## src/rtl/axi_outstanding_watchdog.sv

```systemverilog
// axi_outstanding_watchdog
//   Passive monitor on the downstream AXI4 master link of the atomics adapter.
//   Counts outstanding write bursts (AW accepted, B pending) and read bursts
//   (AR accepted, last R beat pending), and raises a sticky interrupt when
//   outstanding traffic makes no progress for TIMEOUT_CYCLES cycles.
//
// Optional feature macro: AXI_MON_RESP_ERR_CNT_EN
//   When defined, resp_err_cnt counts B and R beats whose resp[1] is set
//   (SLVERR/DECERR), saturating at 16'hFFFF. When undefined it is tied to 0.
//
// Ports:
//   CLK, areset         clock, asynchronous active-high reset
//   mon_*               handshake taps from the AXI link (inputs only)
//   clear               pulse: clears sticky flags, timer and resp_err_cnt
//   wr_outstanding      outstanding write bursts
//   rd_outstanding      outstanding read bursts
//   timeout_irq         sticky no-progress timeout
//   timeout_is_write    writes were outstanding when the timeout fired
//   overflow_err        sticky: AW/AR accepted with count at MAX_OUTSTANDING
//   underflow_err       sticky: B / last R accepted with count at 0
//   resp_err_cnt        error response count (optional feature)

module axi_outstanding_watchdog #(
    parameter int unsigned MAX_OUTSTANDING = 16,
    parameter int unsigned CNT_WIDTH       = 5,
    parameter int unsigned TIMER_WIDTH     = 16,
    parameter int unsigned TIMEOUT_CYCLES  = 1024
) (
    input  logic                 CLK,
    input  logic                 areset,
    input  logic                 mon_awvalid,
    input  logic                 mon_awready,
    input  logic                 mon_wvalid,
    input  logic                 mon_wready,
    input  logic                 mon_bvalid,
    input  logic                 mon_bready,
    input  logic [1:0]           mon_bresp,
    input  logic                 mon_arvalid,
    input  logic                 mon_arready,
    input  logic                 mon_rvalid,
    input  logic                 mon_rready,
    input  logic                 mon_rlast,
    input  logic [1:0]           mon_rresp,
    input  logic                 clear,
    output logic [CNT_WIDTH-1:0] wr_outstanding,
    output logic [CNT_WIDTH-1:0] rd_outstanding,
    output logic                 timeout_irq,
    output logic                 timeout_is_write,
    output logic                 overflow_err,
    output logic                 underflow_err,
    output logic [15:0]          resp_err_cnt
);

    localparam logic [CNT_WIDTH-1:0]   MAX_CNT    = CNT_WIDTH'(MAX_OUTSTANDING);
    localparam logic [TIMER_WIDTH-1:0] TIMER_LAST = TIMER_WIDTH'(TIMEOUT_CYCLES - 1);

    typedef enum logic [1:0] {
        IDLE    = 2'd0,
        BUSY    = 2'd1,
        TIMEOUT = 2'd2
    } state_t;

    state_t                 state, state_next;
    logic [TIMER_WIDTH-1:0] timer, timer_next;

    logic aw_hs, w_hs, b_hs, ar_hs, r_hs, rl_hs, progress;

    assign aw_hs    = mon_awvalid & mon_awready;
    assign w_hs     = mon_wvalid  & mon_wready;
    assign b_hs     = mon_bvalid  & mon_bready;
    assign ar_hs    = mon_arvalid & mon_arready;
    assign r_hs     = mon_rvalid  & mon_rready;
    assign rl_hs    = r_hs & mon_rlast;
    assign progress = aw_hs | w_hs | b_hs | ar_hs | r_hs;

    // ------------------------------------------------------------------
    // Outstanding counters: a simultaneous accept and completion cancel
    // out without touching the error flags.
    // ------------------------------------------------------------------
    logic [CNT_WIDTH-1:0] wr_next, rd_next;
    logic                 wr_ovf, wr_udf, rd_ovf, rd_udf;
    logic                 any_next;

    always_comb begin
        wr_next = wr_outstanding;
        wr_ovf  = 1'b0;
        wr_udf  = 1'b0;
        if (aw_hs && !b_hs) begin
            if (wr_outstanding == MAX_CNT) wr_ovf  = 1'b1;
            else                           wr_next = wr_outstanding + 1'b1;
        end else if (b_hs && !aw_hs) begin
            if (wr_outstanding == '0) wr_udf  = 1'b1;
            else                      wr_next = wr_outstanding - 1'b1;
        end
    end

    always_comb begin
        rd_next = rd_outstanding;
        rd_ovf  = 1'b0;
        rd_udf  = 1'b0;
        if (ar_hs && !rl_hs) begin
            if (rd_outstanding == MAX_CNT) rd_ovf  = 1'b1;
            else                           rd_next = rd_outstanding + 1'b1;
        end else if (rl_hs && !ar_hs) begin
            if (rd_outstanding == '0) rd_udf  = 1'b1;
            else                      rd_next = rd_outstanding - 1'b1;
        end
    end

    assign any_next = (wr_next != '0) || (rd_next != '0);

    // ------------------------------------------------------------------
    // Stall FSM, evaluated on the post-update counts.
    // ------------------------------------------------------------------
    logic fire;

    always_comb begin
        state_next = state;
        timer_next = timer;
        fire       = 1'b0;
        unique case (state)
            IDLE: begin
                timer_next = '0;
                if (any_next) state_next = BUSY;
            end
            BUSY: begin
                if (!any_next) begin
                    state_next = IDLE;
                    timer_next = '0;
                end else if (progress) begin
                    timer_next = '0;
                end else if (timer == TIMER_LAST) begin
                    state_next = TIMEOUT;
                    fire       = 1'b1;
                end else begin
                    timer_next = timer + 1'b1;
                end
            end
            TIMEOUT: begin
                // frozen until clear
            end
            default: begin
                state_next = IDLE;
                timer_next = '0;
            end
        endcase
        // clear wins over a timeout firing in the same cycle
        if (clear) begin
            state_next = any_next ? BUSY : IDLE;
            timer_next = '0;
            fire       = 1'b0;
        end
    end

    always_ff @(posedge CLK or posedge areset) begin
        if (areset) begin
            state <= IDLE;
            timer <= '0;
        end else begin
            state <= state_next;
            timer <= timer_next;
        end
    end

    always_ff @(posedge CLK or posedge areset) begin
        if (areset) begin
            wr_outstanding   <= '0;
            rd_outstanding   <= '0;
            timeout_irq      <= 1'b0;
            timeout_is_write <= 1'b0;
            overflow_err     <= 1'b0;
            underflow_err    <= 1'b0;
        end else begin
            wr_outstanding <= wr_next;
            rd_outstanding <= rd_next;
            if (clear) begin
                timeout_irq      <= 1'b0;
                timeout_is_write <= 1'b0;
                overflow_err     <= 1'b0;
                underflow_err    <= 1'b0;
            end else begin
                if (fire) begin
                    timeout_irq      <= 1'b1;
                    timeout_is_write <= (wr_next != '0);
                end
                if (wr_ovf || rd_ovf) overflow_err  <= 1'b1;
                if (wr_udf || rd_udf) underflow_err <= 1'b1;
            end
        end
    end

    // ------------------------------------------------------------------
    // Error response counter (optional)
    // ------------------------------------------------------------------
`ifdef AXI_MON_RESP_ERR_CNT_EN
    logic [1:0]  err_inc;
    logic [16:0] err_sum;
    logic        unused_resp;

    assign err_inc     = {1'b0, b_hs & mon_bresp[1]} + {1'b0, r_hs & mon_rresp[1]};
    assign err_sum     = {1'b0, resp_err_cnt} + {15'd0, err_inc};
    assign unused_resp = mon_bresp[0] ^ mon_rresp[0];

    always_ff @(posedge CLK or posedge areset) begin
        if (areset)           resp_err_cnt <= '0;
        else if (clear)       resp_err_cnt <= '0;
        else if (err_sum[16]) resp_err_cnt <= '1;
        else                  resp_err_cnt <= err_sum[15:0];
    end
`else
    logic unused_resp;

    assign unused_resp  = ^{mon_bresp, mon_rresp};
    assign resp_err_cnt = '0;
`endif

endmodule
```

## config.mk

```make
export PLATFORM = sky130hd
export DESIGN_NAME = axi_outstanding_watchdog
export DESIGN_NICKNAME = d
export VERILOG_FILES = /design/src/rtl/axi_outstanding_watchdog.sv
export SDC_FILE = /design/constraint.sdc
export NUM_CORES = 1
export LEC_CHECK = 0
export ABC_AREA = 1
export BUFFER_PORTS_ARGS = -buffer_cell sky130_fd_sc_hd__buf_2
export CAP_MARGIN = 25
export CELL_PAD_IN_SITES_DETAIL_PLACEMENT = 1
export CELL_PAD_IN_SITES_GLOBAL_PLACEMENT = 2
export CORE_AREA = 2 2 82 115
export CTS_CLUSTER_SIZE = 8
export DETAILED_ROUTE_END_ITERATION = 16
export DIE_AREA = 0 0 84 117
export MAX_ROUTING_LAYER = met4
export PLACE_DENSITY_LB_ADDON = 0.25
export SLEW_MARGIN = 25
export SYNTH_ARGS = -nofsm -noshare
export SYNTH_HDL_FRONTEND = slang
export SYNTH_SLANG_ARGS = --single-unit
```

## constraint.sdc

```tcl
create_clock -name CLK -period 1.9 [get_ports CLK]
set_input_delay 0.38 -clock CLK [delete_from_list [all_inputs] [get_ports CLK]]
set_output_delay 0.38 -clock CLK [all_outputs]
set_load 0.02 [all_outputs]
```

==> flow_summary.html, run 1 <==
<table>
<tr><th>Metric</th><th>Value</th></tr>
<tr><th colspan="2">Setup path</th></tr>
<tr><td>Crit-path max FO</td><td>5</td></tr>
<tr><td>Number of cells on the worst reg-to-reg path</td><td>16</td></tr>
<tr><td>Worst r2r dst</td><td>state[0]</td></tr>
<tr><td>Data arrival, critical path</td><td>2220 ps</td></tr>
<tr><td>Category of the most critical setup path</td><td>flop to flop</td></tr>
<tr><td>CP Data Required Time</td><td>2050 ps</td></tr>
<tr><td>Type of element capturing the critical path</td><td>flop</td></tr>
<tr><td>Launching element type of the critical path</td><td>flop</td></tr>
<tr><td>Minimum setup slack among reg-to-reg paths</td><td>-170 ps</td></tr>
<tr><td>FF-to-FF Start</td><td>rd_outstanding[1]</td></tr>
<tr><th colspan="2">Routing</th></tr>
<tr><td>Via density</td><td>4.46</td></tr>
<tr><td>DRT antenna net count</td><td>0</td></tr>
<tr><td>WL/cell</td><td>12.8 µm</td></tr>
<tr><td>Number of violations reported at the end of detailed-routing iteration 0</td><td>48</td></tr>
<tr><td>WL final</td><td>6.90 mm</td></tr>
<tr><td>Number of DRC violations after detailed routing</td><td>0</td></tr>
<tr><td>Via count</td><td>2396</td></tr>
<tr><td>Detailed Routing Iterations Pass 1</td><td>4</td></tr>
<tr><th colspan="2">STA</th></tr>
<tr><td>Ratio of final minimum period to clock period</td><td>109%</td></tr>
<tr><td>Final setup vio count</td><td>20</td></tr>
<tr><td>Number of hold-slack violations in the final timing report</td><td>0</td></tr>
<tr><td>Worst Hold Slack</td><td>115 ps</td></tr>
<tr><td>Peak Freq</td><td>484 MHz</td></tr>
<tr><td>Final Critical Period</td><td>2070 ps</td></tr>
<tr><td>Relative slew slack</td><td>49.3%</td></tr>
<tr><td>Post-route worst setup slack</td><td>-167 ps</td></tr>
<tr><td>Slew at the pin with the worst max-slew slack</td><td>757 ps</td></tr>
<tr><td>Unrepaired setup endpoints after global routing</td><td>yes</td></tr>
<tr><td>Final number of max-transition violations</td><td>0</td></tr>
<tr><td>Clock Skew</td><td>3.04 ps</td></tr>
<tr><th colspan="2">Clocking</th></tr>
<tr><td>Max clock buf depth</td><td>2</td></tr>
<tr><td>Post-CTS Hold Fix Bufs</td><td>0</td></tr>
<tr><td>Clock Latency Late Sink</td><td>270 ps</td></tr>
<tr><td>Clock tree from TritonCTS</td><td>built</td></tr>
<tr><td>Clock sink count</td><td>32</td></tr>
<tr><td>Clock slew at reported path FFs</td><td>50 ps</td></tr>
<tr><td>Clock buffer count from CTS</td><td>5</td></tr>
<tr><td>Master cell of the clock root buffer</td><td>sky130_fd_sc_hd__clkbuf_16</td></tr>
<tr><td>H-tree Lvls</td><td>2</td></tr>
<tr><th colspan="2">Floorplanning</th></tr>
<tr><td>DIE HEIGHT</td><td>117 µm</td></tr>
<tr><td>Effective utilization at floorplan</td><td>27.3%</td></tr>
<tr><td>Die width</td><td>84 µm</td></tr>
<tr><td>Row count</td><td>41</td></tr>
<tr><td>Total Die Area</td><td>9830 µm²</td></tr>
<tr><td>Number of placed I/O pins</td><td>48</td></tr>
<tr><td>Core ar.</td><td>8870 µm²</td></tr>
<tr><th colspan="2">Layout</th></tr>
<tr><td>Diode insertion count for antenna repair</td><td>0</td></tr>
<tr><td>Fraction of final layout cells with drive strength greater than 1</td><td>39.8%</td></tr>
<tr><td>Number of fill cells in the layout</td><td>1126</td></tr>
<tr><td>Post-layout net count</td><td>452</td></tr>
<tr><td>Cell area after layout</td><td>3420 µm²</td></tr>
<tr><td>Layout overhead on the synthesized area</td><td>41.4%</td></tr>
<tr><th colspan="2">Global routing</th></tr>
<tr><td>Number of antenna violations at the first check in global routing</td><td>0</td></tr>
<tr><td>Global-route total usage across every layer</td><td>15.2%</td></tr>
<tr><td>Via count of the first global-routing pass</td><td>2542</td></tr>
<tr><td>GR Overflow Total</td><td>0</td></tr>
<tr><td>Global-route wire length before repair</td><td>11.7 mm</td></tr>
<tr><td>Pin count of the biggest net entering global routing</td><td>18</td></tr>
<tr><th colspan="2">Synth</th></tr>
<tr><td>Cell accounting for the most synthesized area</td><td>sky130_fd_sc_hd__dfrtp_1</td></tr>
<tr><td>Synth warn</td><td>0</td></tr>
<tr><td>Part of the Yosys area used for sequential elements</td><td>33.1%</td></tr>
<tr><td>Main area contributors after synthesis</td><td>sky130_fd_sc_hd__dfrtp_1, sky130_fd_sc_hd__nand2_1, sky130_fd_sc_hd__nand3_1, sky130_fd_sc_hd__inv_1, sky130_fd_sc_hd__buf_4</td></tr>
<tr><td>Number of instances in the synthesized netlist</td><td>329</td></tr>
<tr><td>Fraction of post-synthesis cell area in the top cell type by area</td><td>33.1%</td></tr>
<tr><td>Syn avg cell area</td><td>7.36 µm²</td></tr>
<tr><td>Number of distinct standard cells referenced by the synthesized netlist</td><td>33</td></tr>
<tr><td>Post-synthesis instance area</td><td>2420 µm²</td></tr>
<tr><td>Post-synthesis sequential element count</td><td>32</td></tr>
<tr><th colspan="2">Placement</th></tr>
<tr><td>Final weighted congestion in routability-driven placement</td><td>0.810</td></tr>
<tr><td>I/O Buffers</td><td>27</td></tr>
<tr><td>Post-DP Area</td><td>3020 µm²</td></tr>
<tr><td>Placed wire-length estimate</td><td>5.27 mm</td></tr>
<tr><th colspan="2">Flow run</th></tr>
<tr><td>Count of max-cap constraint violations</td><td>0</td></tr>
<tr><th colspan="2">Min path</th></tr>
<tr><td>Worst hold path class</td><td>input port to async pin</td></tr>
<tr><th colspan="2">Run status</th></tr>
<tr><td>Violations in the final reports</td><td>negative setup slack</td></tr>
<tr><td>Result of the run</td><td>complete, but fails checks</td></tr>
<tr><th colspan="2">Pwr</th></tr>
<tr><td>Power per standard cell area</td><td>1070 nW/µm²</td></tr>
<tr><td>Worst IR drop on VDD</td><td>0.451 mV</td></tr>
<tr><td>Static leakage</td><td>1.78 nW</td></tr>
<tr><td>Total power</td><td>3.65 mW</td></tr>
</table>
[cells in the mapped netlist]
cell type / count
sky130_fd_sc_hd__a21oi_1: 5
sky130_fd_sc_hd__a21oi_2: 2
sky130_fd_sc_hd__and3_1: 1
sky130_fd_sc_hd__buf_2: 1
sky130_fd_sc_hd__buf_4: 16
sky130_fd_sc_hd__buf_6: 2
sky130_fd_sc_hd__buf_8: 1
sky130_fd_sc_hd__bufbuf_16: 1
sky130_fd_sc_hd__conb_1: 1
sky130_fd_sc_hd__dfrtp_1: 32
sky130_fd_sc_hd__ha_1: 5
sky130_fd_sc_hd__inv_1: 38
sky130_fd_sc_hd__inv_2: 3
sky130_fd_sc_hd__nand2_1: 89
sky130_fd_sc_hd__nand2_2: 3
sky130_fd_sc_hd__nand2_4: 3
sky130_fd_sc_hd__nand3_1: 37
sky130_fd_sc_hd__nand3_2: 5
sky130_fd_sc_hd__nand3b_1: 3
sky130_fd_sc_hd__nand4_1: 6
sky130_fd_sc_hd__nand4_4: 1
sky130_fd_sc_hd__nor2_1: 28
sky130_fd_sc_hd__nor2_2: 3
sky130_fd_sc_hd__nor2_4: 6
sky130_fd_sc_hd__nor3_1: 6
sky130_fd_sc_hd__nor3b_2: 1
sky130_fd_sc_hd__nor4_1: 3
sky130_fd_sc_hd__nor4_2: 1
sky130_fd_sc_hd__o21ai_0: 7
sky130_fd_sc_hd__o22ai_1: 1
sky130_fd_sc_hd__or2_2: 5
sky130_fd_sc_hd__xnor2_1: 3
sky130_fd_sc_hd__xor2_1: 10
[worst max-delay path, stage by stage (launching register included)]
cell and delay, ps:
sky130_fd_sc_hd__dfrtp_2 420, sky130_fd_sc_hd__inv_2 90, sky130_fd_sc_hd__ha_4 190, sky130_fd_sc_hd__nand3_2 100
sky130_fd_sc_hd__nand2_2 110, sky130_fd_sc_hd__nand2_1 50, sky130_fd_sc_hd__nand2_1 70, sky130_fd_sc_hd__nand2_2 70
sky130_fd_sc_hd__nor2_1 80, sky130_fd_sc_hd__nand2_1 90, sky130_fd_sc_hd__nor2_4 140, sky130_fd_sc_hd__nand2_4 110
sky130_fd_sc_hd__nand2_2 70, sky130_fd_sc_hd__nor2_1 40, sky130_fd_sc_hd__buf_4 150, sky130_fd_sc_hd__o21ai_1 80
sky130_fd_sc_hd__o21ai_1 90
[per-layer routing]
metal,share of wire [%],global-route usage (%),up-vias
li1,-,-,1211
met1,40,15.6,1150
met2,57,30.2,31
met3,2.4,2.17,4
met4,0.91,4.19,0
met5,0,-,-
[cells by family (layout without fill, tap and decap cells)]
kind of cell             Yosys count  count (layout)  synth area share [%]
buffers and inverters             62             147                  14.4
AND/OR/NAND/NOR                  201             202                  41.6
XOR/XNOR                          13              13                  4.71
other                              1              16                 0.155
adder cells (fa/ha/maj)            5               5                  2.59
AO/OA/AOI/OAI                     15              15                  3.46
flip-flops                        32              32                  33.1
[power by group]
group	leakage, nW	internal [mW]	switching (mW)
logic	1.28	0.849	0.999
clock network	0.0772	0.557	0.279
registers	0.423	0.799	0.163
[state kept, by name (all words and copies together) (netlist names)]
signal,flops
state,2
timeout_is_write,1
timer,16
underflow_err,1
timeout_irq,1
wr_outstanding,5
overflow_err,1
rd_outstanding,5
[final cells by class]
| class | instances | area, µm² | area share (%) |
|---|---|---|---|
| Tap cell | 107 | 134 | 3.91 |
| Inverter | 41 | 154 | 4.50 |
| Multi-Input combinational cell | 251 | 1490 | 43.5 |
| Clock buffer | 8 | 156 | 4.57 |
| Timing Repair Buffer | 98 | 679 | 19.9 |
| Sequential cell | 32 | 808 | 23.6 |
[worst max path at each step]
stage                 startpoint        end  slack, ps  cells after the start
3_5_place_dp         mon_arvalid   timer[7]       -300                     15
5_1_grt        rd_outstanding[1]   timer[7]       -310                     15
6_report       rd_outstanding[1]   state[0]       -170                     16
2_1_floorplan  rd_outstanding[2]  timer[11]        -50                     16
3_3_place_gp         mon_arvalid  timer[12]       -260                     15
4_1_cts                 timer[1]   timer[5]       -190                     11
[metrics by stage]
stage | setup slack [ps] | cells | setup TNS (ps) | utilization [%]
floorplan | -51.7 | 344 | -456 | -
finish | -167 | 537 | -2520 | 38.6
global placement | -264 | 513 | -4450 | 34.0
global route | -307 | 537 | -5690 | 38.6
detailed placement | -303 | 513 | -5360 | 34.0
CTS | -186 | 532 | -3140 | 37.7
[what timing repair did]
item	4_1_cts	5_1_grt
pin swaps	4	2
cloned	0	1
endpoints found under the setup margin	20	20
resized for setup	25	10
buffers inserted	11	4
[placed cells by master, fill, tap and decap left out, types with 6 or more instances in the layout]
cell type | Yosys | layout
sky130_fd_sc_hd__dfrtp_1 | 32 | 26
sky130_fd_sc_hd__nor2_1 | 28 | 26
sky130_fd_sc_hd__xor2_1 | 10 | 10
sky130_fd_sc_hd__nand3_2 | 5 | 7
sky130_fd_sc_hd__nand3_1 | 37 | 33
sky130_fd_sc_hd__nand2_1 | 89 | 83
sky130_fd_sc_hd__nor2_4 | 6 | 9
sky130_fd_sc_hd__buf_2 | 1 | 27
sky130_fd_sc_hd__buf_4 | 16 | 68
sky130_fd_sc_hd__dfrtp_2 | 0 | 6
sky130_fd_sc_hd__inv_1 | 38 | 32
sky130_fd_sc_hd__nand4_1 | 6 | 6
sky130_fd_sc_hd__nand2_2 | 3 | 9
sky130_fd_sc_hd__conb_1 | 1 | 16
sky130_fd_sc_hd__inv_2 | 3 | 9
(Power assumes the default switching activity.)
==> inputs of run 2 (changes only) <==
Settings changed: ABC_AREA 1 to default, CORE_AREA 2 2 82 115 to 2 2 81 114, DIE_AREA 0 0 84 117 to 0 0 83 116.
==> run 2 against run 1 <==
Via count increased by 7.3%. Highest routed layer unchanged. The run still ends with negative setup slack left. Setup slack got worse by 460 ps. First-iteration DRC count unchanged. Largest power group unchanged. Sequential power decreased by 7.6%.
==> flow_summary.html, run 2 <==
<table>
<tr><th>Metric</th><th>Value</th></tr>
<tr><th colspan="2">Setup path</th></tr>
<tr><td>Slowest cell delay on critical path</td><td>500 ps</td></tr>
<tr><td>Crit-path max FO</td><td>17</td></tr>
<tr><td>CP Data Required Time</td><td>2040 ps</td></tr>
<tr><td>Worst path slowest cell</td><td>sky130_fd_sc_hd__or4b_4</td></tr>
<tr><td>Worst r2r dst</td><td>timer[4]</td></tr>
<tr><td>Category of the most critical setup path</td><td>flop to flop</td></tr>
<tr><td>FF-to-FF Start</td><td>wr_outstanding[1]</td></tr>
<tr><td>Most common cell on crit path</td><td>sky130_fd_sc_hd__a31oi_4</td></tr>
<tr><td>Crit path cell chain</td><td>inv_2, ha_4, or4b_4, a31oi_4, o32ai_1, nor3_2, buf_4, nand4_4, a31oi_4, buf_12, o221ai_1</td></tr>
<tr><td>Minimum setup slack among reg-to-reg paths</td><td>-620 ps</td></tr>
<tr><td>Launching element type of the critical path</td><td>flop</td></tr>
<tr><td>Type of element capturing the critical path</td><td>flop</td></tr>
<tr><td>Data arrival, critical path</td><td>2670 ps</td></tr>
<tr><td>Number of cells on the worst reg-to-reg path</td><td>11</td></tr>
<tr><th colspan="2">Placement</th></tr>
<tr><td>I/O Buffers</td><td>27</td></tr>
<tr><td>Final weighted congestion in routability-driven placement</td><td>0.867</td></tr>
<tr><td>Placed wire-length estimate</td><td>5.86 mm</td></tr>
<tr><th colspan="2">STA</th></tr>
<tr><td>Number of hold-slack violations in the final timing report</td><td>0</td></tr>
<tr><td>Relative slew slack</td><td>66.0%</td></tr>
<tr><td>Unrepaired setup endpoints after global routing</td><td>yes</td></tr>
<tr><td>Final Critical Period</td><td>2520 ps</td></tr>
<tr><td>Peak Freq</td><td>396 MHz</td></tr>
<tr><td>Final setup vio count</td><td>20</td></tr>
<tr><td>Setup TNS</td><td>-11340 ps</td></tr>
<tr><td>Clock Skew</td><td>6.28 ps</td></tr>
<tr><td>Post-route worst setup slack</td><td>-623 ps</td></tr>
<tr><td>Slew at the pin with the worst max-slew slack</td><td>506 ps</td></tr>
<tr><td>Final number of max-transition violations</td><td>0</td></tr>
<tr><td>Ratio of final minimum period to clock period</td><td>133%</td></tr>
<tr><th colspan="2">Run status</th></tr>
<tr><td>Result of the run</td><td>complete, but fails checks</td></tr>
<tr><td>Violations in the final reports</td><td>negative setup slack</td></tr>
<tr><th colspan="2">Synth</th></tr>
<tr><td>Main area contributors after synthesis</td><td>sky130_fd_sc_hd__dfrtp_1, sky130_fd_sc_hd__buf_4, sky130_fd_sc_hd__nand3_1, sky130_fd_sc_hd__inv_1, sky130_fd_sc_hd__nand2_1</td></tr>
<tr><td>Syn avg cell area</td><td>8.26 µm²</td></tr>
<tr><td>Part of the Yosys area used for sequential elements</td><td>33.0%</td></tr>
<tr><td>Post-synthesis sequential element count</td><td>32</td></tr>
<tr><td>Synth async-reset ratio</td><td>100%</td></tr>
<tr><td>Number of instances in the synthesized netlist</td><td>294</td></tr>
<tr><td>Primary FF master, synth</td><td>sky130_fd_sc_hd__dfrtp_1</td></tr>
<tr><td>Top-count cell post-synth</td><td>sky130_fd_sc_hd__dfrtp_1</td></tr>
<tr><td>Fraction of post-synthesis cell area in the top cell type by area</td><td>33.0%</td></tr>
<tr><td>Most common library cells after synthesis</td><td>sky130_fd_sc_hd__dfrtp_1, sky130_fd_sc_hd__inv_1, sky130_fd_sc_hd__nand2_1</td></tr>
<tr><td>Synth warn</td><td>0</td></tr>
<tr><td>Number of distinct standard cells referenced by the synthesized netlist</td><td>57</td></tr>
<tr><td>Post-synthesis instance area</td><td>2430 µm²</td></tr>
<tr><td>Cell accounting for the most synthesized area</td><td>sky130_fd_sc_hd__dfrtp_1</td></tr>
<tr><td>Number of synthesized flops with an enable pin</td><td>0</td></tr>
<tr><th colspan="2">Clocking</th></tr>
<tr><td>Clock slew at reported path FFs</td><td>60 ps</td></tr>
<tr><td>Clock Latency Late Sink</td><td>280 ps</td></tr>
<tr><td>Post-CTS Hold Fix Bufs</td><td>0</td></tr>
<tr><td>H-tree Lvls</td><td>2</td></tr>
<tr><td>Master cell of the clock root buffer</td><td>sky130_fd_sc_hd__clkbuf_16</td></tr>
<tr><td>Max clock buf depth</td><td>2</td></tr>
<tr><td>Clock sink count</td><td>32</td></tr>
<tr><td>Clock tree from TritonCTS</td><td>built</td></tr>
<tr><td>Clock buffer count from CTS</td><td>5</td></tr>
<tr><th colspan="2">Floorplanning</th></tr>
<tr><td>Row count</td><td>40</td></tr>
<tr><td>DIE HEIGHT</td><td>116 µm</td></tr>
<tr><td>Die width</td><td>83 µm</td></tr>
<tr><td>Number of placed I/O pins</td><td>48</td></tr>
<tr><td>Total Die Area</td><td>9630 µm²</td></tr>
<tr><td>Effective utilization at floorplan</td><td>28.4%</td></tr>
<tr><td>Core ar.</td><td>8560 µm²</td></tr>
<tr><th colspan="2">Global routing</th></tr>
<tr><td>Global-route wire length before repair</td><td>12.8 mm</td></tr>
<tr><td>Pin count of the biggest net entering global routing</td><td>33</td></tr>
<tr><td>GR Overflow Total</td><td>0</td></tr>
<tr><td>Number of antenna violations at the first check in global routing</td><td>0</td></tr>
<tr><td>Global-route total usage across every layer</td><td>17.0%</td></tr>
<tr><td>Via count of the first global-routing pass</td><td>2718</td></tr>
<tr><th colspan="2">Routing</th></tr>
<tr><td>DRT antenna net count</td><td>0</td></tr>
<tr><td>Via density</td><td>5.02</td></tr>
<tr><td>WL final</td><td>7.94 mm</td></tr>
<tr><td>Via count</td><td>2571</td></tr>
<tr><td>Number of DRC violations after detailed routing</td><td>0</td></tr>
<tr><td>WL/cell</td><td>15.5 µm</td></tr>
<tr><td>Number of violations reported at the end of detailed-routing iteration 0</td><td>48</td></tr>
<tr><td>Detailed Routing Iterations Pass 1</td><td>4</td></tr>
<tr><th colspan="2">Layout</th></tr>
<tr><td>Fraction of final layout cells with drive strength greater than 1</td><td>39.3%</td></tr>
<tr><td>Layout overhead on the synthesized area</td><td>47.3%</td></tr>
<tr><td>Top library cells by usage in the layout, fill and taps aside</td><td>sky130_fd_sc_hd__buf_4, sky130_fd_sc_hd__dfrtp_1, sky130_fd_sc_hd__buf_2, sky130_fd_sc_hd__inv_1, sky130_fd_sc_hd__nand2_1</td></tr>
<tr><td>Largest Register</td><td>timer</td></tr>
<tr><td>Post-layout util</td><td>41.8%</td></tr>
<tr><td>Post-layout net count</td><td>429</td></tr>
<tr><td>Diode insertion count for antenna repair</td><td>0</td></tr>
<tr><td>Flip-flop count of the largest register, all copies and words added</td><td>16</td></tr>
<tr><td>Commonest non-fill, non-tap cell in the layout</td><td>sky130_fd_sc_hd__buf_4</td></tr>
<tr><td>Largest registers ranked by flip-flop count</td><td>timer (16), rd_outstanding (5), wr_outstanding (5)</td></tr>
<tr><th colspan="2">Pwr</th></tr>
<tr><td>Power per standard cell area</td><td>1080 nW/µm²</td></tr>
<tr><td>Worst IR drop on VDD</td><td>0.403 mV</td></tr>
<tr><td>Static leakage</td><td>1.59 nW</td></tr>
<tr><th colspan="2">Min path</th></tr>
<tr><td>Worst hold path class</td><td>input port to async pin</td></tr>
<tr><th colspan="2">Flow run</th></tr>
<tr><td>Count of max-cap constraint violations</td><td>0</td></tr>
</table>
==> run 2: cell count changes in the layout (fill, tap and decap cells not counted), sizes merged, moves of 8 or more <==
| cell | change |
|---|---|
| nor2 | -16 |
| buf | +21 |
| o221ai | +8 |
| inv | -15 |
| a21oi | +9 |
| xor2 | -10 |
| nand2 | -72 |
| nand3 | -21 |
==> run 2: worst max-delay path by stage <==
stage / start / endpoint / slack, ps / cells after the start
6_report: wr_outstanding[1] / timer[4] / -620 / 11
2_1_floorplan: wr_outstanding[1] / timer[10] / -660 / 10
3_3_place_gp: mon_arvalid / timer[4] / -700 / 10
3_5_place_dp: mon_arvalid / timer[4] / -800 / 10
4_1_cts: wr_outstanding[1] / timer[6] / -610 / 10
5_1_grt: wr_outstanding[1] / timer[4] / -730 / 12
==> run 2: cells by family (layout without fill, tap and decap cells) <==
group                      after synthesis  in the layout  share of synthesized area, %
AOI/OAI and AO/OA                       66             66                          20.1
xor gates and xnor gates                 5              5                          1.80
adders and majority gates                5              5                          2.58
buffers and inverters                   56            154                          12.1
DFF                                     32             32                          33.0
muxes                                    4              4                          1.65
other                                    1             16                         0.154
and+or+nand+nor                        125            125                          28.6
==> run 2: where the power goes <==
| group | total, mW | internal [mW] | switching, mW |
|---|---|---|---|
| Combinational | 2.07 | 1.06 | 1.02 |
| Clock | 0.910 | 0.616 | 0.294 |
| Sequential | 0.889 | 0.782 | 0.107 |
| Total | 3.87 | 2.46 | 1.42 |
==> run 2: what timing repair did <==
item / CTS / global route
pin swaps: 4 / 2
setup endpoints to repair: 20 / 20
cloned: 0 / 1
buffers inserted: 5 / 4
resized for setup: 8 / 7
==> run 2: layout make-up <==
type	instances	area [µm²]
Sequential cell	32	806
Timing Repair Buffer	120	892
Clock buffer	6	129
Tap cell	105	131
Fill cell	1046	4980
Multi-Input combinational cell	221	1490
Inverter	26	97.6
Clock inverter	2	35.0
==> run 2: metrics by stage <==
| step | cell area, µm² | std cells | worst slack [ps] | power [mW] | hold slack [ps] |
|---|---|---|---|---|---|
| 2_1_floorplan | 2530 | 309 | -656 | 1.89 | 479 |
| 3_3_place_gp | 3250 | 494 | -704 | 2.67 | 498 |
| 3_5_place_dp | 3250 | 494 | -796 | 2.71 | 505 |
| 4_1_cts | 3490 | 507 | -613 | 3.78 | 207 |
| 5_1_grt | 3580 | 512 | -735 | 4.13 | 226 |
| 6_report | 3580 | 512 | -623 | 3.87 | 181 |
==> run 2: critical path: cells and delay by family, from the launching register on <==
family                   cells  cell delay [ps]
AND/OR/NAND/NOR              3              820
buffers and inverters        3              400
AO/OA/AOI/OAI                4              630
flip-flops                   1              400
adder cells (fa/ha/maj)      1              130
==> run 2: per-layer routing <==
layer	global-route usage, %	part of all wire, %	vias to the layer above
li1	-	-	1262
met1	18.1	40	1251
met2	32.0	55	45
met3	2.07	2.5	13
met4	6.56	2.2	0
met5	-	0	-
